==> config.mk <==
export PLATFORM = sky130hd
export DESIGN_NAME = mem_port_arbiter
export DESIGN_NICKNAME = d
export VERILOG_FILES = /design/src/rtl/mem_port_arbiter.sv
export SDC_FILE = /design/constraint.sdc
export NUM_CORES = 1
export LEC_CHECK = 0
export ABC_CLOCK_PERIOD_IN_PS = 1700
export CAP_MARGIN = 20
export CORE_MARGIN = 1
export CORE_UTILIZATION = 30
export DETAILED_ROUTE_END_ITERATION = 6
export PLACE_DENSITY_LB_ADDON = 0.3
export SETUP_SLACK_MARGIN = 0.1
export SKIP_LAST_GASP = 1
export SYNTH_ARGS = -nofsm -noshare
export SYNTH_HDL_FRONTEND = slang
export SYNTH_SLANG_ARGS = --single-unit
==> constraint.sdc <==
create_clock -name clk -period 1.7 [get_ports clk]
set_input_delay 0.51 -clock clk [delete_from_list [all_inputs] [get_ports clk]]
set_output_delay 0.51 -clock clk [all_outputs]
set_load 0.05 [all_outputs]
==> src/rtl/mem_port_arbiter.sv <==
// Two-port arbiter sharing one single-port synchronous RAM between instruction fetch
// (read-only) and data load/store, with req/ack handshakes and fixed-latency read capture.
module mem_port_arbiter #(
    parameter int ADDR_W     = 15,
    parameter int DATA_W     = 32,
    parameter int RD_LAT     = 2,
    parameter int STARVE_MAX = 4
) (
    input  logic              clk,
    input  logic              reset_n,
    input  logic              if_req,
    input  logic [ADDR_W-1:0] if_addr,
    output logic              if_ack,
    output logic [DATA_W-1:0] if_rdata,
    input  logic              d_req,
    input  logic              d_we,
    input  logic [ADDR_W-1:0] d_addr,
    input  logic [DATA_W-1:0] d_wdata,
    output logic              d_ack,
    output logic [DATA_W-1:0] d_rdata,
    output logic              ram_en,
    output logic              ram_we,
    output logic [ADDR_W-1:0] ram_addr,
    output logic [DATA_W-1:0] ram_wdata,
    input  logic [DATA_W-1:0] ram_rdata,
    output logic              busy
);

    typedef enum logic [1:0] {IDLE, ACCESS, WAIT, RESP} state_t;

    state_t      state;
    logic        grant_if;
    logic        grant_we;
    logic [2:0]  lat_cnt;
    logic [3:0]  starve_cnt;
    logic        fetch_wins;

    // Data has priority unless fetch has lost STARVE_MAX arbitrations in a row.
    assign fetch_wins = if_req && (!d_req || (starve_cnt == 4'(STARVE_MAX)));
    assign busy       = (state != IDLE);

    always_ff @(posedge clk) begin
        if (!reset_n) begin
            state      <= IDLE;
            grant_if   <= 1'b0;
            grant_we   <= 1'b0;
            lat_cnt    <= '0;
            starve_cnt <= '0;
            if_ack     <= 1'b0;
            d_ack      <= 1'b0;
            if_rdata   <= '0;
            d_rdata    <= '0;
            ram_en     <= 1'b0;
            ram_we     <= 1'b0;
            ram_addr   <= '0;
            ram_wdata  <= '0;
        end else begin
            if_ack <= 1'b0;
            d_ack  <= 1'b0;
            ram_en <= 1'b0;
            case (state)
                IDLE: begin
                    if (!if_req) begin
                        starve_cnt <= '0;
                    end
                    if (if_req || d_req) begin
                        ram_en <= 1'b1;
                        state  <= ACCESS;
                        if (fetch_wins) begin
                            grant_if   <= 1'b1;
                            grant_we   <= 1'b0;
                            ram_we     <= 1'b0;
                            ram_addr   <= if_addr;
                            ram_wdata  <= '0;
                            starve_cnt <= '0;
                        end else begin
                            grant_if  <= 1'b0;
                            grant_we  <= d_we;
                            ram_we    <= d_we;
                            ram_addr  <= d_addr;
                            ram_wdata <= d_wdata;
                            if (if_req && (starve_cnt != 4'(STARVE_MAX))) begin
                                starve_cnt <= starve_cnt + 4'd1;
                            end
                        end
                    end
                end
                ACCESS: begin
                    ram_we <= 1'b0;
                    // Only the data port can write, so a write completion always acks data.
                    if (grant_we) begin
                        state <= RESP;
                        d_ack <= 1'b1;
                    end else begin
                        state   <= WAIT;
                        lat_cnt <= 3'(RD_LAT - 1);
                    end
                end
                WAIT: begin
                    if (lat_cnt == 3'd0) begin
                        state <= RESP;
                        if (grant_if) begin
                            if_rdata <= ram_rdata;
                            if_ack   <= 1'b1;
                        end else begin
                            d_rdata <= ram_rdata;
                            d_ack   <= 1'b1;
                        end
                    end else begin
                        lat_cnt <= lat_cnt - 3'd1;
                    end
                end
                RESP: begin
                    state <= IDLE;
                end
                default: begin
                    state <= IDLE;
                end
            endcase
        end
    end

endmodule

==> metrics <==
clock slew at the register clock pins of the worst setup and hold paths approximately 60 ps; vias in the first global route between 5000 and 6000; global-route wire length before repair between 20 and 30 mm; total number of vias around 5300; Skew-Pair Late Insertion Delay 410 ps; reg2reg start state[0]$_SDFFE_PN0P_; Max Root-Sink Buffers 2; cells taking the most area after synthesis sky130_fd_sc_hd__dfxtp_1 51%, sky130_fd_sc_hd__nand2_1 10%, sky130_fd_sc_hd__a21oi_1 9.0%; final hold viol count 0; type of destination of the critical path output port; overflow left after global routing 0; total setup violations reported at the end of the flow 1; final cycle utilization of the critical path 108%; overall routing resource usage around 20%; number of warnings printed during yosys synthesis 0; path type of the worst setup path flop to output port; Data arrival, critical path 1320 ps; setup TNS -130 ps; Post-Synthesis Cell Area 4900 um^2; number of nets produced by synthesis ~700; largest net degree at the start of global routing 43; slew at the pin closest to its max-slew limit about 390 ps; Antenna Cells 0; I/O Pins 215; Hold/Removal Path Class flop to flop; area growth from synthesis to final layout 100%; fin nets slightly above 900; unrepaired setup endpoints after global routing yes; Tot Pwr ~15 mW; count of final max-slew check failures 0; launch point of the worst hold path if_rdata[21]$_SDFFE_PN0P_; CORE AREA roughly 16000 um^2; capturing point of the worst reg2reg path starve_cnt[3]$_SDFFE_PN0N_; Die W approximately 130 um; die span in y ~130 um; worst hold path endpoint if_rdata[21]$_SDFFE_PN0P_; number of nets with antenna violations after detailed routing 0; register-to-register setup slack 140 ps; sequential cell area fraction in the yosys report roughly 51%; number of enable-type register cells in the synthesized netlist 0; Root Buffer Master sky130_fd_sc_hd__clkbuf_16; effective utilization at floorplan 30.7%; gate count after technology mapping 575; count of input and output buffers roughly 210; # H-tree levels 4; Final Worst Setup Slack -130 ps; maximum net fanout on the critical path 3; TritonCTS clock tree built; clk sink count about 130; time the worst path needs with I/O delays and setup roughly 1800 ps; DRT Wirelength ~18 mm; synthesis-stage register bit count 126; fill count between 1000 and 1500; number of buffers inserted during clock tree synthesis 17; post-placement cell area 8740 um^2; f_max 0.547 GHz; average cell area after synthesis approximately 8.5 um^2; power density over the cells 1510 nW/um^2; hold slack final approximately 500 ps; startpoint of the most critical setup path state[0]$_SDFFE_PN0P_; largest stage delay on the critical path 320 ps; Routed wire per std cell roughly 17 um; fraction of layout cells with a size suffix above 1 ~29%; post-layout instance count excluding filler cells ~1000; die footprint roughly 17000 um^2; depth of the most critical reg-to-reg path 7; count of distinct cell types in the synthesized netlist 36; area of the multi-input gates roughly 2300 um^2; proportion of netlist area held by the largest area contributor 51.5%; summed area of non-filler cells in the final layout 9800 um^2; post-synthesis cell type with the largest combined area sky130_fd_sc_hd__dfxtp_1; number of iterations in the first detailed-routing pass 5; reported max-cap violation count 0; number of core rows 46; Main synth FF type sky130_fd_sc_hd__dfxtp_1; crit path buf inv count 4; CP Launch Type flop; number of cells in the design after placement roughly 1000; worst vdd ir 0.746 mV; endpoint required time on the critical path roughly 1200 ps; clock skew 7.24 ps; DP HPWL roughly 12 mm; slowest stage cell on the critical path sky130_fd_sc_hd__dfxtp_2; gp weighted congestion slightly below 0.8; Hold Path Stages 2; cell breakdown of the critical path inv_2 > ha_4 > buf_6 > clkinvlp_4 > buf_8; status complete, but fails checks; category of cells accounting for the largest share of critical-path delay buffers and inverters; Post-route DRC 0; failing checks setup timing; worst rel slew slack about three quarters; antenna violations before repair 0; Leakage ~3.6 nW; FF/Latch Area between 2000 and 3000 um^2; DRC violation total after the first TritonRoute iteration 278; vias per cell 5.10; share of flip-flops with an asynchronous set or reset after synthesis 0%
[metal layers]
metal	global-route usage, %	wire length [um]
met1	22.6	6860
met2	34.8	8710
met3	7.18	1550
met4	8.41	414
met5	0	0
[worst max-delay path by stage]
stage                                 end  depth (start not counted)
2_1_floorplan   if_rdata[25]$_SDFFE_PN0P_                          8
3_3_place_gp     ram_addr[2]$_SDFFE_PN0P_                          5
3_5_place_dp   starve_cnt[3]$_SDFFE_PN0N_                          5
4_1_cts                              busy                          5
5_1_grt                              busy                          5
6_report                             busy                          5
[what timing repair did]
item,CTS,global route
pin swaps,4,11
resized for setup,24,23
buffers inserted,8,5
cloned,2,4
hold buffers,0,0
endpoints found under the hold margin,0,0
setup endpoints to repair,85,85
[cell type report]
type                            count  share of cell area [%]
Multi-Input combinational cell    389                    23.2
Clock buffer                       18                    4.48
Inverter                            9                   0.421
Timing Repair Buffer              275                    41.4
Tap cell                          216                    2.76
Sequential cell                   126                    25.8
Clock inverter                     13                    1.91
[worst reg2reg max path, stage by stage (launching register included)]
cell	delay, ps
sky130_fd_sc_hd__dfxtp_2	320
sky130_fd_sc_hd__inv_2	70
sky130_fd_sc_hd__ha_4	150
sky130_fd_sc_hd__buf_6	100
sky130_fd_sc_hd__buf_4	130
sky130_fd_sc_hd__nand3_1	90
sky130_fd_sc_hd__or4_1	480
sky130_fd_sc_hd__a31oi_1	150
[synthesized netlist by cell type, types with 2 or more instances]
cell type / number
sky130_fd_sc_hd__nand3_1: 19
sky130_fd_sc_hd__a32o_1: 15
sky130_fd_sc_hd__o21a_1: 17
sky130_fd_sc_hd__nor3b_1: 4
sky130_fd_sc_hd__dfxtp_1: 126
sky130_fd_sc_hd__nor2b_1: 3
sky130_fd_sc_hd__inv_1: 8
sky130_fd_sc_hd__nand3b_1: 3
sky130_fd_sc_hd__clkbuf_1: 26
sky130_fd_sc_hd__o21bai_1: 2
sky130_fd_sc_hd__a32oi_1: 34
sky130_fd_sc_hd__ha_1: 8
sky130_fd_sc_hd__a21oi_1: 88
sky130_fd_sc_hd__nor2_1: 36
sky130_fd_sc_hd__nor4b_1: 2
sky130_fd_sc_hd__nand2_1: 137
sky130_fd_sc_hd__a31oi_1: 2
sky130_fd_sc_hd__nand4b_1: 2
sky130_fd_sc_hd__buf_2: 25
sky130_fd_sc_hd__nand4_1: 2
[flip-flops by register name, summed over array words and instances (netlist names)]
signal	cells
lat_cnt	3
grant_if	1
ram_wdata	32
grant_we	1
d_rdata	32
ram_we	1
d_ack	1
if_ack	1
if_rdata	32
ram_en	1
starve_cnt	4
state	2
ram_addr	15
[power by group]
group | switching, mW | total (mW) | internal (mW)
clock | 1.35 | 3.83 | 2.49
sequential | 0.500 | 3.94 | 3.44
combinational | 3.56 | 7.05 | 3.49
[placed cells by master, fill, tap and decap left out, types with 3 or more instances in the layout]
| master | count |
|---|---|
| sky130_fd_sc_hd__dfxtp_2 | 3 |
| sky130_fd_sc_hd__clkbuf_16 | 21 |
| sky130_fd_sc_hd__a32oi_2 | 3 |
| sky130_fd_sc_hd__nor2b_1 | 3 |
| sky130_fd_sc_hd__inv_2 | 4 |
| sky130_fd_sc_hd__clkinvlp_4 | 4 |
| sky130_fd_sc_hd__nand3_1 | 19 |
| sky130_fd_sc_hd__a32oi_1 | 31 |
| sky130_fd_sc_hd__buf_6 | 4 |
| sky130_fd_sc_hd__o21a_1 | 17 |
| sky130_fd_sc_hd__ha_4 | 5 |
| sky130_fd_sc_hd__clkdlybuf4s50_1 | 96 |
| sky130_fd_sc_hd__clkinv_2 | 3 |
| sky130_fd_sc_hd__ha_1 | 3 |
| sky130_fd_sc_hd__buf_12 | 129 |
| sky130_fd_sc_hd__bufinv_16 | 4 |
| sky130_fd_sc_hd__nand2_1 | 137 |
| sky130_fd_sc_hd__a32o_1 | 15 |
| sky130_fd_sc_hd__nand3b_1 | 3 |
| sky130_fd_sc_hd__a21oi_1 | 86 |
| sky130_fd_sc_hd__dfxtp_1 | 121 |
| sky130_fd_sc_hd__buf_4 | 36 |
| sky130_fd_sc_hd__nor2_1 | 36 |
[stage by stage]
| step | utilization, % | worst slack (ps) |
|---|---|---|
| 5_1_grt | 61.5 | -177 |
| 3_3_place_gp | 54.8 | -230 |
| 3_5_place_dp | 54.8 | -286 |
| 6_report | 61.5 | -130 |
| 2_1_floorplan | - | 91.2 |
| 4_1_cts | 60.0 | -143 |
[kinds of logic after synthesis]
group	synth area share, %
adder cells (fa/ha/maj)	2.04
buffers and inverters	5.23
multiplexers	0.230
AO/OA/AOI/OAI	22.5
flip-flops	51.5
AND/OR/NAND/NOR	18.5
(Power assumes the default switching activity.)
